<file path="src/rtl/mul_pkg.sv">
// rtl/mul_pkg.sv - shared types, defaults and helpers for the multiplier datapath
package mul_pkg;

  localparam int PROD_W_DEF = 8;
  localparam int ACC_W_DEF  = 16;

  // Result register occupancy: empty, or holding a group sum awaiting handshake
  typedef enum logic {
    IDLE_OUT = 1'b0,
    HOLD     = 1'b1
  } out_state_e;

  // Source bit for position bit_pos of a sign-extended from_w-bit value:
  // bits above the source width replicate the source sign bit.
  function automatic int sext_idx(input int bit_pos, input int from_w);
    return (bit_pos < from_w) ? bit_pos : from_w - 1;
  endfunction

endpackage

</file>
<file path="src/rtl/acc_add_ovf.sv">
// rtl/acc_add_ovf.sv - accumulator adder with sign-extended product operand and overflow flag
module acc_add_ovf
  import mul_pkg::*;
#(
  parameter int PROD_W = PROD_W_DEF,
  parameter int ACC_W  = ACC_W_DEF
) (
  input  logic [ACC_W-1:0]  acc,
  input  logic [PROD_W-1:0] prod,
  output logic [ACC_W-1:0]  sum,
  output logic              ovf
);

  logic [ACC_W-1:0] ext;

  // Sign-extend the product to accumulator width, bit by bit at elaboration time
  for (genvar i = 0; i < ACC_W; i++) begin : g_sext
    assign ext[i] = prod[sext_idx(i, PROD_W)];
  end

  // Wrapping add; overflow when both operands share a sign the result lacks
  always_comb begin
    sum = acc + ext;
    ovf = (acc[ACC_W-1] == ext[ACC_W-1]) && (sum[ACC_W-1] != acc[ACC_W-1]);
  end

endmodule

</file>
<file path="src/rtl/mul_product_accumulator.sv">
// rtl/mul_product_accumulator.sv - accumulates groups of LEN signed products with valid/ready output
module mul_product_accumulator
  import mul_pkg::*;
#(
  parameter int PROD_W = PROD_W_DEF,
  parameter int ACC_W  = ACC_W_DEF,
  parameter int LEN    = 4
) (
  input  logic              clk,
  input  logic              rst,
  input  logic              flush,
  input  logic              in_valid,
  output logic              in_ready,
  input  logic [PROD_W-1:0] in_prod,
  output logic              out_valid,
  input  logic              out_ready,
  output logic [ACC_W-1:0]  out_sum,
  output logic              out_ovf
);

  localparam int CNT_W = (LEN > 1) ? $clog2(LEN) : 1;
  localparam logic [CNT_W-1:0] LAST = CNT_W'(LEN - 1);

  out_state_e       state;
  logic [ACC_W-1:0] acc;
  logic [ACC_W-1:0] nxt;
  logic [CNT_W-1:0] cnt;
  logic             ovf_sticky;
  logic             add_ovf;
  logic             accept;
  logic             last;

  acc_add_ovf #(
    .PROD_W(PROD_W),
    .ACC_W (ACC_W)
  ) u_add (
    .acc (acc),
    .prod(in_prod),
    .sum (nxt),
    .ovf (add_ovf)
  );

  // A held result may be drained in the same cycle a new product (even the
  // group's last) is taken, so the input only stalls on an undrained result.
  always_comb begin
    out_valid = (state == HOLD);
    in_ready  = !flush && (!out_valid || out_ready);
    accept    = in_valid && in_ready;
    last      = (cnt == LAST);
  end

  // Group accumulation and output register; flush only touches the partial group
  always_ff @(posedge clk) begin
    if (rst) begin
      state      <= IDLE_OUT;
      acc        <= '0;
      cnt        <= '0;
      ovf_sticky <= 1'b0;
      out_sum    <= '0;
      out_ovf    <= 1'b0;
    end else begin
      if (flush) begin
        acc        <= '0;
        cnt        <= '0;
        ovf_sticky <= 1'b0;
      end else if (accept) begin
        if (last) begin
          out_sum    <= nxt;
          out_ovf    <= ovf_sticky | add_ovf;
          acc        <= '0;
          cnt        <= '0;
          ovf_sticky <= 1'b0;
        end else begin
          acc        <= nxt;
          cnt        <= cnt + CNT_W'(1);
          ovf_sticky <= ovf_sticky | add_ovf;
        end
      end

      // A completing group wins over a drain so the new sum is never lost
      if (accept && last) begin
        state <= HOLD;
      end else if (out_ready) begin
        state <= IDLE_OUT;
      end
    end
  end

endmodule

</file>
<file path="config.mk">
export PLATFORM = sky130hd
export DESIGN_NAME = mul_product_accumulator
export DESIGN_NICKNAME = d
export VERILOG_FILES = /design/src/rtl/mul_pkg.sv /design/src/rtl/acc_add_ovf.sv /design/src/rtl/mul_product_accumulator.sv
export SDC_FILE = /design/constraint.sdc
export NUM_CORES = 1
export LEC_CHECK = 0
export ABC_AREA = 1
export BUFFER_PORTS_ARGS = -buffer_cell sky130_fd_sc_hd__buf_2
export CAP_MARGIN = 40
export CORE_MARGIN = 2
export CORE_UTILIZATION = 25
export DETAILED_ROUTE_END_ITERATION = 16
export RECOVER_POWER = 100
export SETUP_SLACK_MARGIN = 0.1
export SYNTH_ARGS = -nofsm -noshare
export SYNTH_HDL_FRONTEND = slang
export SYNTH_SLANG_ARGS = --single-unit
</file>
<file path="constraint.sdc">
create_clock -name clk -period 1.77 [get_ports clk]
set_input_delay 0 -clock clk [delete_from_list [all_inputs] [get_ports clk]]
set_output_delay 0 -clock clk [all_outputs]
set_load 0.02 [all_outputs]
</file>
-- Yosys cells after proc, flatten, opt, wreduce, memory -nomap -nowiden
Cells that the tools add are included.
- $add $sub $neg: 2
- reduce and logical (&&, ||, !) cells: 10
- mux-type cells: 5
- bitwise gates (word level): 2
- equal/unequal tests: 3
- operators by type and width (cell ; count):
    16-bit adder ; 1
    16-bit two-way mux ; 1
    1-bit logical AND ; 4
    1-bit two-way mux ; 3
    3-bit AND reduction ; 1
    2-bit by 1-bit adder with 2-bit output, second input constant ; 1
    2-bit == test, second input constant ; 1
    1-bit zero test ; 2
    2-bit two-way mux ; 1
    2-bit nonzero test ; 1
    2-bit OR reduction ; 1
    1-bit == test ; 1
    1-bit logical OR ; 1
    1-bit inequality test ; 1
    1-bit inverter ; 1
    1-bit OR ; 1
- word-level logic and storage cells: 28
- output and inout bits: 19
- register bits after elaboration: 37
- input port bits: 13

-- Longest topological paths before layout
Gate-level depths: netlist of the first run.
- word-level depth: 6
- depth in mapped cells: 13
- gate-level depth less buffers: 13

-- Hierarchy
A second synthesis of the first run with hierarchy kept.
- cells, all modules: 398
- area total of the unflattened synthesis: 2473.6 µm²
- by module, submodules not included (module ; cells each ; instances ; area an instance (µm²) ; sequential area each (µm²)):
    mul_product_accumulator ; 216 ; 1 ; 1525.2 ; 740.7
    acc_add_ovf ; 182 ; 1 ; 948.4 ; 0.0

-- Least setup slack after synthesis of the first run
No wires, ideal clock.
- path kind: register -> register
- from: register acc[0]
- to: register out_sum[14]
- clock period less this slack: 1650 ps
- path buffers: 0
- cell stages (with the launch flop): 13
- slack: 120 ps
- arrival time: 1541 ps
- data required time: 1661 ps
- library setup time: 109 ps
- path through: dfxtp_1 > ha_1 > fa_1 > nand3_1 > nand2_2 > nand2_2 > nand2_2 > nand2_2 > nand3_1 > nand2_1 > nand2_1 > nand2_1 > inv_1
- longest elaborated chain between the ends: 1
- RTL lines (what ; RTL line ; source):
    start, declared ; mul_product_accumulator.sv:25 ; logic [ACC_W-1:0] acc;
    start signal, assigned ; mul_product_accumulator.sv:74 ; acc <= nxt;
    16-bit adder ; acc_add_ovf.sv:23 ; sum = acc + ext;
    end signal, assigned ; mul_product_accumulator.sv:68 ; out_sum <= nxt;
    end, declared ; mul_product_accumulator.sv:17 ; output logic [ACC_W-1:0] out_sum,
No other way between the ends.
A chain may end at the register's enable or synchronous reset.

-- Worst setup path in the final report of the first run
- from: register acc[0]
- to: register acc[14]
- longest elaborated chain between the ends: 2
- RTL lines (what ; RTL line ; source):
    16-bit adder ; acc_add_ovf.sv:23 ;
    16-bit two-way mux ; mul_product_accumulator.sv:67 ; if (last) begin
No other way between the ends.

==> results of run 1 <==
==> kinds of logic after synthesis <==
logic type / count (synthesis) / synth area share [%]
and+or+nand+nor: 182 / 33.7
buffers and inverters: 60 / 10.1
AOI/OAI and AO/OA: 55 / 13.9
DFF: 37 / 30.9
adders and majority gates: 17 / 9.19
xor gates and xnor gates: 6 / 2.19
==> worst min-delay path, cell delays in order <==
cell,delay (ns)
buf_2,0.10
nand2_4,0.10
nand2_1,0.07
a21oi_1,0.06
==> how the worst min path moves through the flow <==
stage | end | start | slack [ns] | depth (start not counted)
2_1_floorplan | in_ready | flush | 0.03 | 1
3_3_place_gp | out_valid$_SDFFE_PP0P_ | rst | 0.19 | 2
3_5_place_dp | out_valid$_SDFFE_PP0P_ | rst | 0.19 | 2
4_1_cts | cnt[0]$_SDFFE_PP0P_ | flush | 0.09 | 4
5_1_grt | acc[1]$_SDFFE_PP0P_ | in_valid | 0.08 | 4
6_report | acc[0]$_SDFFE_PP0P_ | in_valid | 0.08 | 4
==> synthesized netlist by cell type (2+ instances only) <==
master	number	area [um^2]
nor2_1	25	93.8
o21ai_0	6	30.0
nand2_2	11	68.8
buf_2	2	10.0
o21a_1	5	37.5
a21oi_1	26	130
nand3b_1	2	15.0
xor2_1	5	43.8
and2_1	2	12.5
clkbuf_1	2	7.51
a21o_1	2	15.0
inv_1	44	165
dfxtp_1	37	741
a21oi_2	2	17.5
buf_4	2	15.0
o21bai_1	3	22.5
o21ai_1	7	35.0
nand3_1	23	115
nand4_1	3	18.8
a2bb2oi_1	2	17.5
nand2_1	108	405
ha_1	16	200
inv_2	8	30.0
==> registers in the layout (all words and copies together), names as in the netlist <==
register and cells:
out_valid 1, out_ovf 1, cnt 2, out_sum 16, acc 16, ovf_sticky 1
==> where the power goes <==
group | total [mW] | switching, mW | internal, mW
sequential | 0.852 | 0.00969 | 0.843
clock | 0.790 | 0.331 | 0.459
combinational | 0.341 | 0.209 | 0.132
total | 1.98 | 0.550 | 1.43
==> stage by stage <==
step / worst slack, ns / util [%] / hold WS [ns]
finish: 0.115 / 33.4 / 0.0805
global route: 0.0127 / 33.4 / 0.0831
CTS: 0.0873 / 31.4 / 0.0886
detailed placement: 0.0149 / 29.3 / 0.194
global placement: 0.0312 / 29.3 / 0.188
floorplan: 0.120 / - / 0.0340
==> area by class of cell <==
class,instances,area (um^2)
multi-input combinational,260,1660
tap,129,161
inverter,53,199
fill,1040,6180
clock inverter,2,37.5
clock buffer,6,82.6
sequential,37,749
timing repair buffer,41,206
==> metal layers <==
layer  GRT usage [%]  vias up
li1                -     1207
met1            16.5     1131
met2            23.4       71
met3            2.60        9
met4            4.10        0
met5               0        -
==> repair_timing <==
action / 4_1_cts / 5_1_grt
endpoints found under the hold margin: 1 / 0
buffers inserted: 0 / 1
hold buffers: 2 / 0
resized for setup: 11 / 43
gates cloned: 0 / 0
endpoints found under the setup margin: 13 / 24
pin swaps: 0 / 7
==> metrics.cfg, run 1 <==
[status]
status=finished clean

[critical_path]
r2r_end=acc[14]$_SDFFE_PP0P_
cp_max_fo=3
critPathBufInv=0
critPathMaxStageDelay_ns=0.35
cp-end-kind=flip-flop
critPathLaunch=acc[0]$_SDFFE_PP0P_
endpoint=acc[14]$_SDFFE_PP0P_
reg2reg_from=acc[0]$_SDFFE_PP0P_
crit_top_cell=nand2_2
required_ns=2.01
crit_slowest_cell=fa_2
worstPathArrival_ns=1.89
worstPathCellList=ha_4, fa_2, nand3_2, nand2_2, nand2_2, nand2_4, nand2_2, nand2_1, nand2_1, nand3_2, a21oi_2
r2r_cells=11
rrSetupSlack_ns=0.11
worstSetupPathDepth=11
path_class=reg -> reg
start_kind=flip-flop
path_delay_family=simple AND/OR/NAND/NOR gates

[clocking]
htree_levels=2
cts_buffer_depth=2
cts_buffers=5
tritoncts=done
insertion_delay_ns=0.29
cts.clk_slew.worst_paths_ns=0.08
clkSinkCount=37
cts-root-buf=clkbuf_8

[drt]
ant_nets=0
wirelength_um=6630
route.top_layer_used=met4
drtIter0Drc=170
via_per_inst=4.58
num_vias=2418
met3_length_um=371
drcViolationCount=0
wirelength_met1_um=2880
drtPass1Iterations=4
met2_length_um=3280
wl_per_cell_um=12.6

[logic_synthesis]
syn_area_um2=2400
synth_edf_count=0
synthCells=357
synth_cell_type_count=37
ys_seq_area_share_pct=30.9
synth_nets=387
synth_warnings=0
synth-async-reset-ratio_pct=0
avgSynthCellArea_um2=6.72
synth-seq-cells=37
synth_flop_cell=dfxtp_1

[grt]
grt_max_degree=18
antenna_found_initial=0
grt-ovfl-total=0
grt_use_total_pct=13.4
grt_pass1_wl_um=11000
grt_pass1_vias=2374

[sta]
fin_worst_skew_ns=0.00835
hold_viol=0
slew_violations=0
finalSetupTns_ns=0
final.period_utilization_pct=93.5
final.min_clock_period_ns=1.66
fmax_ghz=0.604
tightest_slew_ns=0.565
rsz0062_at_grt=true
slew_headroom_pct=62.3
setup_viol=0

[cells_and_area]
drive_gt1_share_pct=22.8
instances_no_fill=528
stdcell_area_um2=3100
final_cell_mix=nand2_1 (103), inv_1 (46), dfxtp_1 (30)
layout-area-overhead-vs-synth_pct=29.3
antennaDiodeCount=0
layout_commonest_cell=nand2_1
nNetsFinal=428

[placement]
dp_hpwl_um=4920
post_dp_cell_area_um2=2720
port_buffers=31
dp_cells=517
gp_congestion=0.859

[flow_run]
max_cap_violations=0

[die]
die_h_um=102
fp-row-count=35
num_io_pins=32
core_um2=9280
fp.dieW_um=102
die_area_um2=10400
start_util_pct=25.8

[power]
pwr_density_cell_nw_per_um2=640
p_total_mw=1.98
power_leakage_nw=1.45
peakVddDrop_v=0.000387

[worst_hold_path]
hp-class=in -> reg

No activity file was read; power rests on OpenSTA's default activity.
==> inputs of run 2 (changes only) <==
--- a/config.mk
+++ b/config.mk
@@ -8,7 +8,6 @@
 export ABC_AREA = 1
 export BUFFER_PORTS_ARGS = -buffer_cell sky130_fd_sc_hd__buf_2
 export CAP_MARGIN = 40
-export CORE_MARGIN = 2
 export CORE_UTILIZATION = 25
 export DETAILED_ROUTE_END_ITERATION = 16
 export RECOVER_POWER = 100
==> run 2 against run 1 <==
  * Global-route usage fell by 0.32 points
  * Largest power group unchanged
  * Fmax is 1.2% higher
  * Cell area increased by 1.6%
  * Non-clock buffer count stayed put
  * Clock power decreased by 26%
  * Setup slack better by 0.020 ns
  * Critical endpoint is now out_sum[7]$_SDFFE_PP0P_
==> metrics.cfg, run 2 (same netlist as run 1, synthesis figures left out) <==
[sta]
rsz0062_at_grt=true
tightest_slew_ns=0.496
fmax_ghz=0.611
final.period_utilization_pct=92.4
finalSetupTns_ns=0
slew_headroom_pct=66.9
final.min_clock_period_ns=1.64
fin_worst_skew_ns=0.00372
slew_violations=0
setup_viol=0
hold_viol=0

[drt]
wirelength_um=6360
drtIter0Drc=101
num_vias=2332
wl_per_cell_um=12.0
drcViolationCount=0
ant_nets=0
via_per_inst=4.42
drtPass1Iterations=4

[clocking]
htree_levels=2
cts_buffer_depth=2
cts.clk_slew.worst_paths_ns=0.08
cts-root-buf=clkbuf_8
clkSinkCount=37
insertion_delay_ns=0.29
tritoncts=done
cts_buffers=5

[cells_and_area]
final-seq-area_um2=757
multi_input_area_um2=1740
layout_commonest_cell=nand2_1
top_regs=acc: 16 flops, out_sum: 16 flops, cnt: 2 flops
final_cell_mix=nand2_1 (96), inv_1 (45), dfxtp_1 (26)
final_core_util_pct=33.9
final.fill_count=1030
layout-area-overhead-vs-synth_pct=31.4
nNetsFinal=428
drive_gt1_share_pct=26.3
antennaDiodeCount=0

[grt]
grt_pass1_vias=2256
antenna_found_initial=0
grt_use_total_pct=13.0
grt_max_degree=19
grt_pass1_wl_um=10300
grt-ovfl-total=0

[die]
die_h_um=99.9
fp-row-count=35
core_um2=9280
fp.dieW_um=99.9
die_area_um2=9990
num_io_pins=32
start_util_pct=25.8

[critical_path]
path_class=reg -> reg
crit_top_cell=nand2_4
reg2reg_from=acc[6]$_SDFFE_PP0P_
required_ns=1.96
path_delay_family=simple AND/OR/NAND/NOR gates
critPathBufInv=2
worstPathArrival_ns=1.83
critPathMaxStageDelay_ns=0.36
r2r_cells=10
worstPathCellList=ha_4, nand2_4, inv_1, a21oi_2, nand2_4, or2_1, nand2_2, nand2_1, o211ai_2, inv_2
start_kind=flip-flop
r2r_end=out_sum[7]$_SDFFE_PP0P_
crit_slowest_cell=dfxtp_4
rrSetupSlack_ns=0.13
cp-end-kind=flip-flop
cp_max_fo=4

[placement]
gp_congestion=0.841
dp_hpwl_um=4630
port_buffers=31

[flow_run]
max_cap_violations=0

[worst_hold_path]
hp-class=in -> reg
holdPathStages=4
hold_start=flush
worstHoldEndpoint=cnt[0]$_SDFFE_PP0P_

[power]
pwr_density_cell_nw_per_um2=570
p_total_mw=1.80
power_leakage_nw=1.50
peakVddDrop_v=0.000329

[status]
status=finished clean

==> run 2: cell types whose count changed in the layout (fill, tap and decap cells not counted), moves of 3 or more <==
cell | previous run | this run
nand2_1 | 103 | 96
a21oi_1 | 24 | 20
a21oi_2 | 3 | 7
nand2_4 | 4 | 11
dfxtp_2 | 7 | 10
dfxtp_1 | 30 | 26
==> run 2: routing by layer <==
metal	routed length [um]	share of wire, %	GRT usage [%]	up-vias
met5	0	0	0	-
met4	76	1.2	5.09	0
met3	180	2.8	2.58	7
met2	3120	49	22.4	32
met1	2980	47	15.9	1078
li1	-	-	-	1215
==> run 2: repair_timing <==
action / 4_1_cts / 5_1_grt
gates resized for setup: 11 / 64
pin swaps: 0 / 20
hold buffers: 2 / 0
setup endpoints to repair: 14 / 22
buffers inserted: 0 / 2
hold endpoints to repair: 1 / 0
==> run 2: how the worst max path moves through the flow <==
stage / startpoint / end / slack (ns) / cells past startpoint
after floorplan: acc[0]$_SDFFE_PP0P_ / out_sum[14]$_SDFFE_PP0P_ / 0.12 / 12
after global placement: acc[8]$_SDFFE_PP0P_ / out_sum[9]$_SDFFE_PP0P_ / 0.05 / 10
after detailed placement: acc[6]$_SDFFE_PP0P_ / out_sum[7]$_SDFFE_PP0P_ / 0.05 / 10
after CTS: acc[8]$_SDFFE_PP0P_ / out_sum[13]$_SDFFE_PP0P_ / 0.10 / 11
after global routing: acc[0]$_SDFFE_PP0P_ / out_sum[8]$_SDFFE_PP0P_ / 0.009 / 12
final: acc[6]$_SDFFE_PP0P_ / out_sum[7]$_SDFFE_PP0P_ / 0.13 / 10
==> run 2: area by class of cell <==
| class | instances | area share (%) |
|---|---|---|
| clock buffer | 6 | 2.30 |
| clock inverter | 2 | 0.318 |
| inverter | 53 | 6.40 |
| multi-input combinational | 260 | 55.2 |
| sequential | 37 | 24.0 |
| tap | 129 | 5.13 |
| timing repair buffer | 41 | 6.63 |
==> run 2: power by group <==
group          leakage, nW  total (mW)  switching, mW  internal [mW]
Clock               0.0450       0.586          0.313          0.273
Sequential           0.304       0.852        0.00962          0.842
Combinational         1.15       0.358          0.219          0.139
Total                 1.50        1.80          0.541           1.25
==> run 2: tightest hold or removal path, delay by kind of cell <==
| kind | cells | cell delay (ns) |
|---|---|---|
| and+or+nand+nor | 3 | 0.20 |
| buffers and inverters | 1 | 0.11 |
==> run 2: per-stage QoR <==
stage                     hold WS [ns]  setup slack [ns]  instances  area, um^2
after floorplan                 0.0340             0.120        357        2400
after global placement           0.188            0.0530        516        2720
after detailed placement         0.195            0.0500        516        2720
after CTS                       0.0434             0.101        526        2880
after global routing            0.0761           0.00909        528        3150
final                           0.0552             0.134        528        3150
